## src/rtl/ikaopll_accdac_pkg.sv

```systemverilog
// Shared types for the accumulating-DAC controller: signed volume, per-channel
// state, volume limits and the one-step ramp helper.
package ikaopll_accdac_pkg;

    typedef logic signed [4:0] vol_t;

    typedef enum logic {
        STEADY = 1'b0,
        RAMP   = 1'b1
    } ch_state_e;

    localparam vol_t VOL_MIN = vol_t'(5'b10000);
    localparam vol_t VOL_MAX = vol_t'(5'b01111);

    // One unit toward tgt, clamped at the rails; returns cur once it equals tgt.
    function automatic vol_t step_toward(input vol_t cur, input vol_t tgt);
        if ((cur < tgt) && (cur != VOL_MAX)) return cur + vol_t'(1);
        if ((cur > tgt) && (cur != VOL_MIN)) return cur - vol_t'(1);
        return cur;
    endfunction

endpackage

```

## src/rtl/ikaopll_accdac_fifo.sv

```systemverilog
// Sample FIFO: head visible one cycle after push, valid/ready pop, push on full
// succeeds only when a pop happens on the same edge; otherwise the caller drops it.
module ikaopll_accdac_fifo #(
    parameter int DEPTH = 4,
    parameter int W     = 16
) (
    input  logic         clk_i,
    input  logic         rst_n_i,
    input  logic         push_vld_i,
    input  logic [W-1:0] push_dat_i,
    input  logic         pop_rdy_i,
    output logic         pop_vld_o,
    output logic [W-1:0] pop_dat_o,
    output logic         full_o,
    output logic         empty_o
);

    localparam int AW = (DEPTH > 1) ? $clog2(DEPTH) : 1;

    logic [AW:0]  wr_q, wr_d, rd_q, rd_d;
    logic [W-1:0] mem_q [DEPTH];
    logic         pop, push_ok;

    // Extra pointer MSB separates full from empty when the index bits match.
    assign empty_o   = (wr_q == rd_q);
    assign full_o    = (wr_q[AW] != rd_q[AW]) && (wr_q[AW-1:0] == rd_q[AW-1:0]);
    assign pop_vld_o = ~empty_o;
    assign pop_dat_o = mem_q[rd_q[AW-1:0]];

    assign pop     = pop_vld_o & pop_rdy_i;
    assign push_ok = push_vld_i & (~full_o | pop);

    always_comb begin
        wr_d = wr_q + {{AW{1'b0}}, push_ok};
        rd_d = rd_q + {{AW{1'b0}}, pop};
    end

    always_ff @(posedge clk_i or negedge rst_n_i) begin
        if (!rst_n_i) begin
            wr_q <= '0;
            rd_q <= '0;
        end else begin
            wr_q <= wr_d;
            rd_q <= rd_d;
        end
    end

    always_ff @(posedge clk_i) begin
        if (push_ok) mem_q[wr_q[AW-1:0]] <= push_dat_i;
    end

endmodule

```

## src/rtl/ikaopll_accdac_ctrl.sv

```systemverilog
// Volume/sample controller for the accumulating DAC; volume ramping builds only with IKAOPLL_ACCDAC_VOLRAMP_EN.
// Volume changes land on frame events only; samples appear one cycle after push, new samples dropped (sticky o_OVF) when full.
module ikaopll_accdac_ctrl
    import ikaopll_accdac_pkg::*;
#(
    parameter int   FIFO_DEPTH = 4,
    parameter vol_t RST_VOL    = 5'sd4
) (
    input  logic               i_EMUCLK,
    input  logic               i_RST_n,
    input  logic               i_phi1_NCEN_n,
    input  logic               i_VOL_WR,
    input  logic               i_VOL_SEL,
    input  logic signed [4:0]  i_VOL_DATA,
    output logic signed [4:0]  o_ACC_SIGNED_MOVOL,
    output logic signed [4:0]  o_ACC_SIGNED_ROVOL,
    input  logic               i_ACC_SIGNED_STRB,
    input  logic signed [15:0] i_ACC_SIGNED,
    output logic               o_SMPL_VALID,
    output logic signed [15:0] o_SMPL_DATA,
    input  logic               i_SMPL_READY,
    output logic               o_OVF,
    input  logic               i_OVF_CLR,
    output logic               o_RAMP_BUSY
);

    logic        strb_q, ovf_q;
    logic        frame, pop, ovf_set;
    logic        fifo_vld, fifo_full, fifo_empty;
    logic [15:0] fifo_dat;
    vol_t        target_q [2];
    vol_t        target_d [2];
    vol_t        applied_q [2];
    vol_t        applied_d [2];

    assign frame   = ~i_phi1_NCEN_n & i_ACC_SIGNED_STRB & ~strb_q;
    assign pop     = fifo_vld & i_SMPL_READY;
    assign ovf_set = frame & fifo_full & ~pop;

    assign o_ACC_SIGNED_MOVOL = applied_q[0];
    assign o_ACC_SIGNED_ROVOL = applied_q[1];
    assign o_SMPL_VALID       = fifo_vld;
    assign o_SMPL_DATA        = fifo_empty ? '0 : $signed(fifo_dat);
    assign o_OVF              = ovf_q;

    always_comb begin
        for (int ch = 0; ch < 2; ch++) target_d[ch] = target_q[ch];
        if (i_VOL_WR) target_d[i_VOL_SEL] = i_VOL_DATA;
    end

`ifdef IKAOPLL_ACCDAC_VOLRAMP_EN
    ch_state_e state_q [2];
    ch_state_e state_d [2];

    always_comb begin
        for (int ch = 0; ch < 2; ch++) begin
            state_d[ch]   = state_q[ch];
            applied_d[ch] = applied_q[ch];
            case (state_q[ch])
                STEADY: if (target_q[ch] != applied_q[ch]) state_d[ch] = RAMP;
                RAMP: begin
                    if (frame) begin
                        applied_d[ch] = step_toward(applied_q[ch], target_q[ch]);
                        if (step_toward(applied_q[ch], target_q[ch]) == target_q[ch])
                            state_d[ch] = STEADY;
                    end
                end
                default: state_d[ch] = STEADY;
            endcase
        end
    end

    always_ff @(posedge i_EMUCLK or negedge i_RST_n) begin
        if (!i_RST_n) begin
            for (int ch = 0; ch < 2; ch++) state_q[ch] <= STEADY;
        end else begin
            for (int ch = 0; ch < 2; ch++) state_q[ch] <= state_d[ch];
        end
    end

    assign o_RAMP_BUSY = (state_q[0] == RAMP) | (state_q[1] == RAMP);
`else
    always_comb begin
        for (int ch = 0; ch < 2; ch++) applied_d[ch] = frame ? target_q[ch] : applied_q[ch];
    end

    assign o_RAMP_BUSY = 1'b0;
`endif

    // Strobe history only advances on enabled cycles so edges are seen in the phi1 domain.
    always_ff @(posedge i_EMUCLK or negedge i_RST_n) begin
        if (!i_RST_n) begin
            strb_q <= 1'b0;
            ovf_q  <= 1'b0;
            for (int ch = 0; ch < 2; ch++) begin
                target_q[ch]  <= RST_VOL;
                applied_q[ch] <= RST_VOL;
            end
        end else begin
            if (!i_phi1_NCEN_n) strb_q <= i_ACC_SIGNED_STRB;
            ovf_q <= ovf_set | (ovf_q & ~i_OVF_CLR);
            for (int ch = 0; ch < 2; ch++) begin
                target_q[ch]  <= target_d[ch];
                applied_q[ch] <= applied_d[ch];
            end
        end
    end

    ikaopll_accdac_fifo #(
        .DEPTH (FIFO_DEPTH),
        .W     (16)
    ) u_fifo (
        .clk_i      (i_EMUCLK),
        .rst_n_i    (i_RST_n),
        .push_vld_i (frame),
        .push_dat_i (i_ACC_SIGNED),
        .pop_rdy_i  (i_SMPL_READY),
        .pop_vld_o  (fifo_vld),
        .pop_dat_o  (fifo_dat),
        .full_o     (fifo_full),
        .empty_o    (fifo_empty)
    );

endmodule

```

## config.mk

```make
export PLATFORM = sky130hd
export DESIGN_NAME = ikaopll_accdac_ctrl
export DESIGN_NICKNAME = d
export VERILOG_FILES = /design/src/rtl/ikaopll_accdac_pkg.sv /design/src/rtl/ikaopll_accdac_fifo.sv /design/src/rtl/ikaopll_accdac_ctrl.sv
export SDC_FILE = /design/constraint.sdc
export NUM_CORES = 1
export LEC_CHECK = 0
export CAP_MARGIN = 30
export CORE_UTILIZATION = 30
export CTS_CLUSTER_SIZE = 24
export DETAILED_ROUTE_END_ITERATION = 16
export SLEW_MARGIN = 20
export SYNTH_ARGS = -nofsm -noshare
export SYNTH_HDL_FRONTEND = slang
export SYNTH_SLANG_ARGS = --single-unit
```

## constraint.sdc

```tcl
create_clock -name i_EMUCLK -period 5.2 [get_ports i_EMUCLK]
set_clock_uncertainty 0.05 [all_clocks]
set_input_delay 1.3 -clock i_EMUCLK [delete_from_list [all_inputs] [get_ports i_EMUCLK]]
set_output_delay 1.3 -clock i_EMUCLK [all_outputs]
set_load 0.01 [all_outputs]
```

==> flow_summary_export.csv <==
group,metric,value,unit
run_status,outcome,"finished with violations",
run_status,violated_checks,"DRC",
yosys,synth-edff-count,64,
setup_path,startpoint,"u_fifo.rd_q[1]$_DFF_PN0_",
timing,achievable_clock_frequency,242,MHz
clock_network,postCtsHoldBufs,0,
clock_network,maximum_clock_insertion_buffer_count,2,
setup_path,critPathCapture,"o_SMPL_DATA[11]",
clock_network,insertion_delay,0.33,ns
placement,placedCellCount,377,
global_routing,grt_antenna_before_repair,0,
floorplan,die_height,112,µm
placement,gp_routability_congestion,0.672,
floorplan,design.core.area,11600,µm²
placement,io_buffer_count,56,
yosys,postSynthAreaPerCell,20.5,µm²
global_routing,grt_overall_usage,0.107,
timing,max_slew_margin,0.448,
clock_network,clockRootBuffer,"sky130_fd_sc_hd__clkbuf_16",
setup_path,worstReg2RegStart,"u_fifo.rd_q[1]$_DFF_PN0_",
setup_path,critPathMaxStageDelay,0.83,ns
power_and_ir_drop,seqPwrFrac,0.413,
power_and_ir_drop,totalPowerFinal,2.38,mW
global_routing,global_route_wire_length_before_repair,9.90,mm
clock_network,post_cts_buffers,0,
job,maxCapViolCount,0,
power_and_ir_drop,p_comb_frac,0.326,
yosys,synth-seq-cells,92,
setup_path,setup.worst_path.start_class,"register",
power_and_ir_drop,p_leak,1.68,nW
global_routing,grt_remaining_overflow,0,
final_layout,synthToLayoutAreaGrowth,28.2,%
clock_network,numCtsBuffers,9,
timing,final-hold-violation-count,0,
yosys,synth_area,3650,µm²
yosys,synth_largest_area_cell,"sky130_fd_sc_hd__edfxtp_1",
floorplan,io_pins,58,
global_routing,grt_start_max_net_pins,19,
power_and_ir_drop,internal_power,1.73,mW
floorplan,start_util,0.314,
setup_path,endpoint_kind,"primary output",
yosys,synth-async-reset-ratio,0.304,
yosys,mappedNetlistNets,211,
detailed_routing,detailroute.via_count,1787,
setup_path,worstPathCellList,"xor2_1, nor3b_4, nor2b_1, clkdlybuf4s50_1",
detailed_routing,dr_wl_cell,15.8,µm
final_layout,finish.cell_count_without_fillers,391,
timing,min_period_over_period,0.793,
power_and_ir_drop,max-vdd-ir-drop,0.000183,V
detailed_routing,antenna_violating_nets_post_route,0,
timing,timing.final.setup_violations,0,
clock_network,cts.sink_count,92,
yosys,synth_common_cells,"sky130_fd_sc_hd__edfxtp_1 (64), sky130_fd_sc_hd__dfrtp_1 (24), sky130_fd_sc_hd__mux2_2 (21)",
timing,holdWs,0.431,ns
setup_path,worst_r2r_path_depth,4,
timing,report.final.slew_viol_count,0,
clock_network,tritoncts,"yes",
yosys,dominantRegCellSynth,"sky130_fd_sc_hd__edfxtp_1",
detailed_routing,remaining_drc_errors,4,
global_routing,via_count_of_the_first_global_routing_pass,1909,
yosys,synth_top_area_frac,0.526,
floorplan,dieArea,12600,µm²
detailed_routing,drt_first_pass_iters,10,
detailed_routing,dr.first_iter.drc_count,66,
detailed_routing,drt-vias-per-instance,4.57,
clock_network,clock_tree.htree_level_count,3,
detailed_routing,postRouteWirelength,6.17,mm
timing,tightestPinTransition,0.825,ns
power_and_ir_drop,clock_power_share,0.261,
setup_path,timing.critical_path.arrival,2.78,ns
power_and_ir_drop,netSwitchingPower,0.652,mW
power_and_ir_drop,switching_share,0.274,
clock_network,cts.clk_slew.worst_paths,0.06,ns
worst_hold_path,hold_path.class,"register to register",
placement,detailed_place.area,4400,µm²
setup_path,worst_path_max_delay_cell,"sky130_fd_sc_hd__dfrtp_1",
setup_path,timing.reg2reg.setup_slack,2.41,ns
power_and_ir_drop,power-per-cell-area,508,nW/µm²
timing,rsz0062_at_grt,"false",
final_layout,design_area,4680,µm²
setup_path,critPathMaxFanout,18,
final_layout,final_net_count,278,
clock_network,cts.repair.resized,0,
floorplan,dieWidth,112,µm
yosys,number_of_distinct_standard_cells_referenced_by_the_synthesized_netlist,25,
yosys,seq_area_frac_synth,0.720,
floorplan,num_rows,39,
setup_path,rr_endpoint,"u_fifo.mem_q[2][15]$_DFFE_PP_",
final_layout,layout-drive-gt1-share,0.226,
yosys,count_of_mapped_cells_out_of_synthesis,178,
timing,final.min_clock_period,4.13,ns
yosys,most_frequent_cell_after_synthesis,"sky130_fd_sc_hd__edfxtp_1",
setup_path,crit_required,3.85,ns
timing,fin_setup_tns,0,ns
yosys,post_synth_main_area_contributors,"sky130_fd_sc_hd__edfxtp_1 (53%), sky130_fd_sc_hd__dfrtp_1 (16%), sky130_fd_sc_hd__mux4_1 (8.6%)",
placement,detailedPlacementHpwl,4.13,mm
yosys,synth.yosys.warnings,0,
final_layout,insertedDiodeCount,0,
setup_path,worstSetupPathType,"register to primary output",
routing by layer:
layer	routed length, µm	part of all wire	GRT usage	up-vias
met2	3310	0.54	0.186	40
li1	-	-	-	829
met5	0	0	0	-
met3	312	0.051	0.0400	8
met4	85	0.014	0.0480	0
met1	2460	0.40	0.117	910
kinds of logic after synthesis:
| family | share of synthesized area |
|---|---|
| AOI/OAI and AO/OA | 0.00686 |
| xor gates and xnor gates | 0.0141 |
| adders and majority gates | 0.0137 |
| buffers and inverters | 0.0192 |
| DFF | 0.720 |
| muxes | 0.176 |
| other | 0.00103 |
| and+or+nand+nor | 0.0497 |
power groups by stage:
stage | Combinational (mW) | Sequential [mW] | Clock, mW
floorplan | 0.467 | 0.956 | 0
global placement | 0.786 | 0.999 | 0
detailed placement | 0.795 | 1.00 | 0
CTS | 0.798 | 0.987 | 0.638
global route | 0.839 | 1.00 | 0.664
finish | 0.777 | 0.983 | 0.620
area by class of cell:
type / count / area [µm²]
fillers: 1065 / 6930
clock inverters: 4 / 51.3
clock buffers: 10 / 229
flip-flops and latches: 92 / 2630
well taps: 143 / 179
inverters: 3 / 11.3
repair buffers: 63 / 613
multi-input cells: 76 / 968
cells in the final DEF, fill, tap and decap left out:
cell type | Yosys | routed
sky130_fd_sc_hd__nor2b_1 | 18 | 18
sky130_fd_sc_hd__mux4_1 | 12 | 12
sky130_fd_sc_hd__nor2_1 | 1 | 1
sky130_fd_sc_hd__ha_1 | 4 | 4
sky130_fd_sc_hd__edfxtp_1 | 64 | 64
sky130_fd_sc_hd__mux4_2 | 4 | 4
sky130_fd_sc_hd__clkinvlp_4 | 0 | 1
sky130_fd_sc_hd__nor3b_4 | 1 | 1
sky130_fd_sc_hd__dfrtp_1 | 24 | 24
sky130_fd_sc_hd__inv_6 | 0 | 1
sky130_fd_sc_hd__dfstp_2 | 4 | 4
sky130_fd_sc_hd__nor4_1 | 1 | 1
sky130_fd_sc_hd__clkdlybuf4s50_1 | 0 | 56
sky130_fd_sc_hd__bufinv_16 | 0 | 1
sky130_fd_sc_hd__o41ai_2 | 1 | 1
sky130_fd_sc_hd__nor3b_2 | 1 | 3
sky130_fd_sc_hd__conb_1 | 1 | 1
sky130_fd_sc_hd__xor2_2 | 1 | 1
sky130_fd_sc_hd__clkbuf_16 | 0 | 9
sky130_fd_sc_hd__mux2_2 | 21 | 21
sky130_fd_sc_hd__clkinv_2 | 0 | 1
sky130_fd_sc_hd__xor2_1 | 3 | 3
sky130_fd_sc_hd__nor3_2 | 0 | 1
sky130_fd_sc_hd__clkbuf_1 | 0 | 1
sky130_fd_sc_hd__buf_4 | 2 | 7
sky130_fd_sc_hd__inv_1 | 3 | 3
sky130_fd_sc_hd__nand2_1 | 2 | 2
sky130_fd_sc_hd__xnor2_1 | 1 | 1
sky130_fd_sc_hd__a22o_1 | 1 | 1
sequential cells by signal, indices dropped and copies added (netlist names):
name                cells
o_ACC_SIGNED_MOVOL      5
o_ACC_SIGNED_ROVOL      5
o_OVF                   1
strb_q                  1
target_q               10
u_fifo.mem_q           64
u_fifo.rd_q             3
u_fifo.wr_q             3
stage by stage:
stage	setup slack, ns	util
global placement	1.34	0.379
detailed placement	1.31	0.379
CTS	0.943	0.403
global route	0.841	0.403
finish	1.07	0.403
floorplan	1.55	-
worst max-delay path, delay by kind of cell, from the launching register on:
kind / cells / cell delay, ns
DFF: 1 / 0.83
and+or+nand+nor: 2 / 0.83
buffers and inverters: 1 / 0.51
xor gates and xnor gates: 1 / 0.27
worst min-delay path by stage:
stage | start | end | slack [ns] | depth (start not counted)
after detailed placement | u_fifo.wr_q[2]$_DFF_PN0_ | u_fifo.wr_q[2]$_DFF_PN0_ | 0.43 | 1
after CTS | u_fifo.wr_q[2]$_DFF_PN0_ | u_fifo.wr_q[2]$_DFF_PN0_ | 0.44 | 1
final | u_fifo.wr_q[2]$_DFF_PN0_ | u_fifo.wr_q[2]$_DFF_PN0_ | 0.43 | 1
after global placement | u_fifo.rd_q[2]$_DFF_PN0_ | u_fifo.rd_q[2]$_DFF_PN0_ | 0.43 | 1
after floorplan | u_fifo.rd_q[2]$_DFF_PN0_ | u_fifo.rd_q[2]$_DFF_PN0_ | 0.41 | 1
after global routing | u_fifo.wr_q[2]$_DFF_PN0_ | u_fifo.wr_q[2]$_DFF_PN0_ | 0.45 | 1
(Power assumes the default switching activity.)
